**src/rtl/serial_deser_if.sv**
```systemverilog
// Bus bundle for serial_deser: serial bit input, word output handshake and status.
// The slave modport is the deserializer; the master modport is the bit source and word consumer.
interface serial_deser_if #(
  parameter int WIDTH = 8
);
  localparam int CW = $clog2(WIDTH);

  logic             bit_in;
  logic             bit_valid;
  logic [WIDTH-1:0] word_out;
  logic             word_valid;
  logic             word_ready;
  logic [CW-1:0]    bit_cnt;
  logic             overflow;
  logic             clear_ovf;

  modport master (
    output bit_in, bit_valid, word_ready, clear_ovf,
    input  word_out, word_valid, bit_cnt, overflow
  );

  modport slave (
    input  bit_in, bit_valid, word_ready, clear_ovf,
    output word_out, word_valid, bit_cnt, overflow
  );
endinterface

```
**src/rtl/serial_deser.sv**
```systemverilog
// Serial-to-parallel deserializer with a one-entry valid/ready output buffer
// and a sticky overflow flag for words dropped under backpressure.
module serial_deser #(
  parameter int WIDTH     = 8,
  parameter bit MSB_FIRST = 1'b1
) (
  input  logic            clk,
  input  logic            reset,
  serial_deser_if.slave   bus
);
  localparam int CW = $clog2(WIDTH);

  typedef enum logic {EMPTY, FULL} state_t;

  state_t           state, state_nxt;
  logic [WIDTH-1:0] sr, sr_nxt, word_q;
  logic [CW-1:0]    cnt;
  logic             ovf;
  logic             complete, load, drop;

  assign complete = bus.bit_valid && (cnt == CW'(WIDTH - 1));

  // Shift direction decides which end of the word the first bit lands in.
  always_comb begin
    if (MSB_FIRST) sr_nxt = {sr[WIDTH-2:0], bus.bit_in};
    else           sr_nxt = {bus.bit_in, sr[WIDTH-1:1]};
  end

  always_comb begin
    state_nxt = state;
    load      = 1'b0;
    drop      = 1'b0;
    case (state)
      EMPTY: begin
        if (complete) begin
          state_nxt = FULL;
          load      = 1'b1;
        end
      end
      FULL: begin
        if (complete) begin
          if (bus.word_ready) load = 1'b1;
          else                drop = 1'b1;
        end else if (bus.word_ready) begin
          state_nxt = EMPTY;
        end
      end
      default: state_nxt = EMPTY;
    endcase
  end

  always_ff @(posedge clk) begin
    if (reset) begin
      state <= EMPTY;
    end else begin
      state <= state_nxt;
    end
  end

  always_ff @(posedge clk) begin
    if (reset) begin
      sr  <= '0;
      cnt <= '0;
    end else if (bus.bit_valid) begin
      sr  <= sr_nxt;
      cnt <= complete ? '0 : cnt + CW'(1);
    end
  end

  // word_out only moves on a load, so it is stable under backpressure.
  always_ff @(posedge clk) begin
    if (reset)     word_q <= '0;
    else if (load) word_q <= sr_nxt;
  end

  // A drop on the same edge as clear_ovf leaves the flag set.
  always_ff @(posedge clk) begin
    if (reset)              ovf <= 1'b0;
    else if (drop)          ovf <= 1'b1;
    else if (bus.clear_ovf) ovf <= 1'b0;
  end

  assign bus.word_out   = word_q;
  assign bus.word_valid = (state == FULL);
  assign bus.bit_cnt    = cnt;
  assign bus.overflow   = ovf;
endmodule

```
**src/flat_wrapper.sv**
```systemverilog
// flat-port wrapper written by rule: the top's interface ports become plain ports
module serial_deser_flat 
#(
  parameter int WIDTH     = 8,
  parameter bit MSB_FIRST = 1'b1
)
  (clk, reset, bus_bit_in, bus_bit_valid, bus_word_ready, bus_clear_ovf, bus_word_out, bus_word_valid, bus_bit_cnt, bus_overflow);
  serial_deser_if #(.WIDTH(WIDTH)) bus_i ();
  input  logic clk;
  input  logic reset;
  input wire logic [$bits(bus_i.bit_in)-1:0] bus_bit_in;
  input wire logic [$bits(bus_i.bit_valid)-1:0] bus_bit_valid;
  input wire logic [$bits(bus_i.word_ready)-1:0] bus_word_ready;
  input wire logic [$bits(bus_i.clear_ovf)-1:0] bus_clear_ovf;
  output wire logic [$bits(bus_i.word_out)-1:0] bus_word_out;
  output wire logic [$bits(bus_i.word_valid)-1:0] bus_word_valid;
  output wire logic [$bits(bus_i.bit_cnt)-1:0] bus_bit_cnt;
  output wire logic [$bits(bus_i.overflow)-1:0] bus_overflow;
  assign bus_i.bit_in = bus_bit_in;
  assign bus_i.bit_valid = bus_bit_valid;
  assign bus_i.word_ready = bus_word_ready;
  assign bus_i.clear_ovf = bus_clear_ovf;
  assign bus_word_out = bus_i.word_out;
  assign bus_word_valid = bus_i.word_valid;
  assign bus_bit_cnt = bus_i.bit_cnt;
  assign bus_overflow = bus_i.overflow;
  serial_deser #(.WIDTH(WIDTH), .MSB_FIRST(MSB_FIRST)) u_core (.clk(clk), .reset(reset), .bus(bus_i));
endmodule
```
**config.mk**
```make
export PLATFORM = sky130hd
export DESIGN_NAME = serial_deser_flat
export DESIGN_NICKNAME = d
export VERILOG_FILES = /design/src/rtl/serial_deser_if.sv /design/src/rtl/serial_deser.sv /design/src/flat_wrapper.sv
export SDC_FILE = /design/constraint.sdc
export NUM_CORES = 1
export LEC_CHECK = 0
export CAP_MARGIN = 25
export CELL_PAD_IN_SITES_DETAIL_PLACEMENT = 1
export CELL_PAD_IN_SITES_GLOBAL_PLACEMENT = 1
export CORE_MARGIN = 2
export CORE_UTILIZATION = 37
export DETAILED_ROUTE_END_ITERATION = 6
export HOLD_SLACK_MARGIN = 0.02
export PLACE_DENSITY_LB_ADDON = 0.1
export SETUP_SLACK_MARGIN = 0.3
export SYNTH_ARGS = -nofsm -noshare
export SYNTH_HDL_FRONTEND = slang
export SYNTH_SLANG_ARGS = --single-unit
export TNS_END_PERCENT = 5
```
**constraint.sdc**
```tcl
create_clock -name clk -period 1.3 [get_ports clk]
set_input_delay 0.195 -clock clk [delete_from_list [all_inputs] [get_ports clk]]
set_output_delay 0.195 -clock clk [all_outputs]
set_load 0.02 [all_outputs]
```
# [After elaboration in Yosys (flattened, before gate mapping)]
# Index checks and enable logic that the tools add are counted.
[word_totals] reg_bits=20 out_inout_bits=13
[op_classes] add_sub_neg=1 eq_ne=1 mux=12 n_bitwise=1 n_reduce_logical=2
[op_table] cell="two-way mux 1 bit" count=9
[op_table] cell="one-hot mux 1 bit (2 select lines)" count=2
[op_table] cell="adder 3 x 1 -> 3 bit, second input constant" count=1
[op_table] cell="equality test 3 bit, second input constant" count=1
[op_table] cell="two-way mux 3 bit" count=1
[op_table] cell="nonzero test 2 bit" count=1
[op_table] cell="logical AND 1 bit" count=1
[op_table] cell="NOT 1 bit" count=1

# [Depth between registers and ports, before layout]
[logic_depth] depth_word=5 ltp_mapped=5 depth_no_buf=5

# [Least setup slack after synthesis]
# Ideal clock, no wire load.
[synth_timing] path_kind="reg-to-reg" from="reg u_core.cnt[0], in the netlist u_core.bus.bit_cnt[0]" to="reg u_core.word_q[0], in the netlist u_core.bus.word_out[0]" arrival_ns=1.313 t_required_ns=1.228 slack_ns=-0.085 path_stages_with_launch=6 period_less_slack_ns=1.385 cell_sequence="dfxtp_1 -> ha_1 -> ha_1 -> nand2_2 -> nor2_8 -> mux2i_1"
[synth_between] elab_chain_len=4 elab_cells_between_ends=5
[synth_rtl] item="from (decl)" line_no="serial_deser.sv:17" text="logic [CW-1:0] cnt;"
[synth_rtl] item="from (signal assigned)" line_no="serial_deser.sv:66" text="cnt <= complete ? '0 : cnt + CW'(1);"
[synth_rtl] item="equality test 3 bit *" line_no="serial_deser.sv:21" text="assign complete = bus.bit_valid && (cnt == CW'(WIDTH - 1));"
[synth_rtl] item="logical AND 1 bit *" line_no="serial_deser.sv:21"
[synth_rtl] item="two-way mux 1 bit (on tied branches)" line_no="serial_deser.sv:41, serial_deser.sv:35"
[synth_rtl] item="one-hot mux 1 bit (2 select lines) *" line_no="serial_deser.sv:33" text="case (state)"
[synth_rtl] item="to (signal assigned)" line_no="serial_deser.sv:73" text="else if (load) word_q <= sr_nxt;"
[synth_rtl] item="to (decl)" line_no="serial_deser.sv:16" text="logic [WIDTH-1:0] sr, sr_nxt, word_q;"
# Mark *: on every way between the ends. The rest lies on a longest branch, timed or not.
# A chain may end at the register's enable or synchronous reset.

# [Worst setup path in the final report]
[layout_timing] from="reg u_core.cnt[1], in the netlist u_core.bus.bit_cnt[1]" to="reg u_core.word_q[1], in the netlist u_core.bus.word_out[1]"
# Same word-level chain as after synthesis.

==> out/qor.yml <==
outcome: "finished clean"
cp-end-kind: "register"
synthDistinctLibCells: 15
dp_hpwl_um: 1220
cp.arrival_ns: 1.46
die_w_um: 52.2
drc: 0
layout.cells.non_filler: 132
core_area_um2: 2210
diodes: 0
synth_area_per_cell_um2: 10.5
vdd_drop_max_v: 0.000693
cts_hold_buf: 0
viasPerCell: 4.74
rsz0062_at_grt: "yes"
hp-class: "reg -> reg"
max_freq_mhz: 822
numPortBuffers: 18
place.gp.congestion: 0.620
ys_top_cells_by_area: "dfxtp_1, mux2i_1, nand2b_1"
grt_usage_pct: 15.5
final_max_slew_viol_count: 0
slowest_stage: "dfxtp_4"
setup-violations-final: 0
final_common_cell: "nand2b_1"
synthesis.area_um2: 858
grt.overflow.total: 0
fillCellCount: 257
regArea_um2: 413
cts_buffers: 3
fin_crit_sh_pct: 93.6
worst_path_most_repeated_cell: "ha_4"
root_buffer: "clkbuf_4"
area_growth_pct: 34.4
drtAntennaViolNets: 0
worstPathCellList: "ha_4 -> ha_4 -> nand2_4 -> nor2_8 -> mux2i_1"
grt_max_degree: 29
grt_use_met3_pct: 3.45
ys_warn_count: 0
postSynthNetCount: 90
clock_sinks: 20
yosysTopAreaCell: "dfxtp_1"
rows: 17
power_mw: 1.04
p_per_area_nw_per_um2: 905
hold_viol: 0
fin_skew_ns: 0.00934
clk_pin_slew_worst_paths_ns: 0.12
final.min_clock_period_ns: 1.22
clkLatencyLatePin_ns: 0.31
worstMarginPinSlew_ns: 0.215
start_util_pct: 38.8
firstDrtPassIters: 2
grt_pass1_vias: 648
h-tree-depth: 1
routed_wl_um: 1710
use_met1_pct: 17.6
drt_iter0_drc: 3
nNetsFinal: 113
antenna_found_initial: 0
ys_seq_area_share_pct: 46.6
ys_ff_latch: 20
relSlewSlack_pct: 85.7
cts_tree: "yes"
slowest_delay_ns: 0.38
grt_pass1_wl_um: 2930
mostFrequentLayoutCells: "nand2b_1, mux2i_1, dfxtp_1"
p_leak_nw: 0.473
synth.top_cell.area_share_pct: 46.6
dp.cells: 126
crit_path_start_kind: "register"
vias: 626
final.setup.tns_ns: 0
die_height_um: 52.2
required_ns: 1.54
cts.path.max_buffers: 2
cap_violations: 0
dieArea_um2: 2720
multi_input_area_um2: 455
critPathKind: "reg -> reg"
use_met2_pct: 25.9
drive_gt1_share_pct: 25.0
synthesis.instances: 82
drt-wirelength-per-cell_um: 13.0
worst-path-max-fanout: 8
gr-max-usage-layer: "met2"
boundaryPins: 19
power by group:
group	leakage [nW]	internal, mW	switching, mW
clock network	0.0150	0.120	0.192
logic	0.293	0.0565	0.0447
registers	0.165	0.621	0.0103
total	0.473	0.798	0.247
state kept, by name, indices dropped and copies added (netlist names):
name / count
u_core.bus.word_out: 8
u_core.bus.word_valid: 1
u_core.bus.overflow: 1
u_core.bus.bit_cnt: 3
u_core.sr: 7
cell type report:
| class | instances | share of cell area (%) |
|---|---|---|
| multi-input combinational | 56 | 39.5 |
| timing repair buffer | 23 | 19.1 |
| clock buffer | 4 | 2.28 |
| inverter | 1 | 0.325 |
| tap | 28 | 3.04 |
| sequential | 20 | 35.8 |
synthesized netlist by cell type, drive strengths merged:
library cell and instances:
a21oi 3, a32oi 1, and2b 1, buf 5, dfxtp 20, ha 2
inv 1, mux2i 16, nand2 1, nand2b 18, nand3b 2, nor2 12
timing repair:
item	in CTS	in global routing
setup buffers	2	0
gates resized for setup	16	26
endpoints found under the setup margin	28	33
pin swaps	1	5
layer usage:
layer | vias up | routed length, um
li1 | 314 | -
met1 | 297 | 741
met2 | 11 | 860
met3 | 4 | 58
met4 | 0 | 53
met5 | - | 0
worst max-delay path: cells and delay by family, from the launching register on:
kind | cells | cell delay (ns)
muxes | 1 | 0.23
adders and majority gates | 2 | 0.28
DFF | 1 | 0.38
and+or+nand+nor | 2 | 0.26
final timing paths:
check | start | to | slack, ns | cells after the start
worst max-delay path | u_core.bus.bit_cnt[1] | u_core.bus.word_out[1] | 0.08 | 5
worst min-delay path | u_core.bus.word_out[3] | u_core.bus.word_out[3] | 0.47 | 2
worst max register to register | u_core.bus.bit_cnt[1] | u_core.bus.word_out[1] | 0.08 | 5
worst min register to register | u_core.bus.word_out[3] | u_core.bus.word_out[3] | 0.47 | 2
cell families after synthesis:
logic type               after synthesis  synth area share (%)
AND/OR/NAND/NOR                       34                  23.9
flip-flops                            20                  46.6
multiplexers                          16                  18.7
buffers and inverters                  6                  5.10
AO/OA/AOI/OAI                          4                  2.77
adder cells (fa/ha/maj)                2                  2.91
per-stage QoR:
step           area, um^2  worst slack [ns]  hold slack (ns)  utilization (%)
2_1_floorplan         897             0.140            0.342                -
3_5_place_dp         1110           -0.0973            0.467             50.1
3_3_place_gp         1110           -0.0282            0.458             50.1
4_1_cts              1140            0.0615            0.483             51.4
5_1_grt              1150          -0.00815            0.510             52.1
6_report             1150            0.0838            0.474             52.1
No activity file was read; power rests on OpenSTA's default activity.
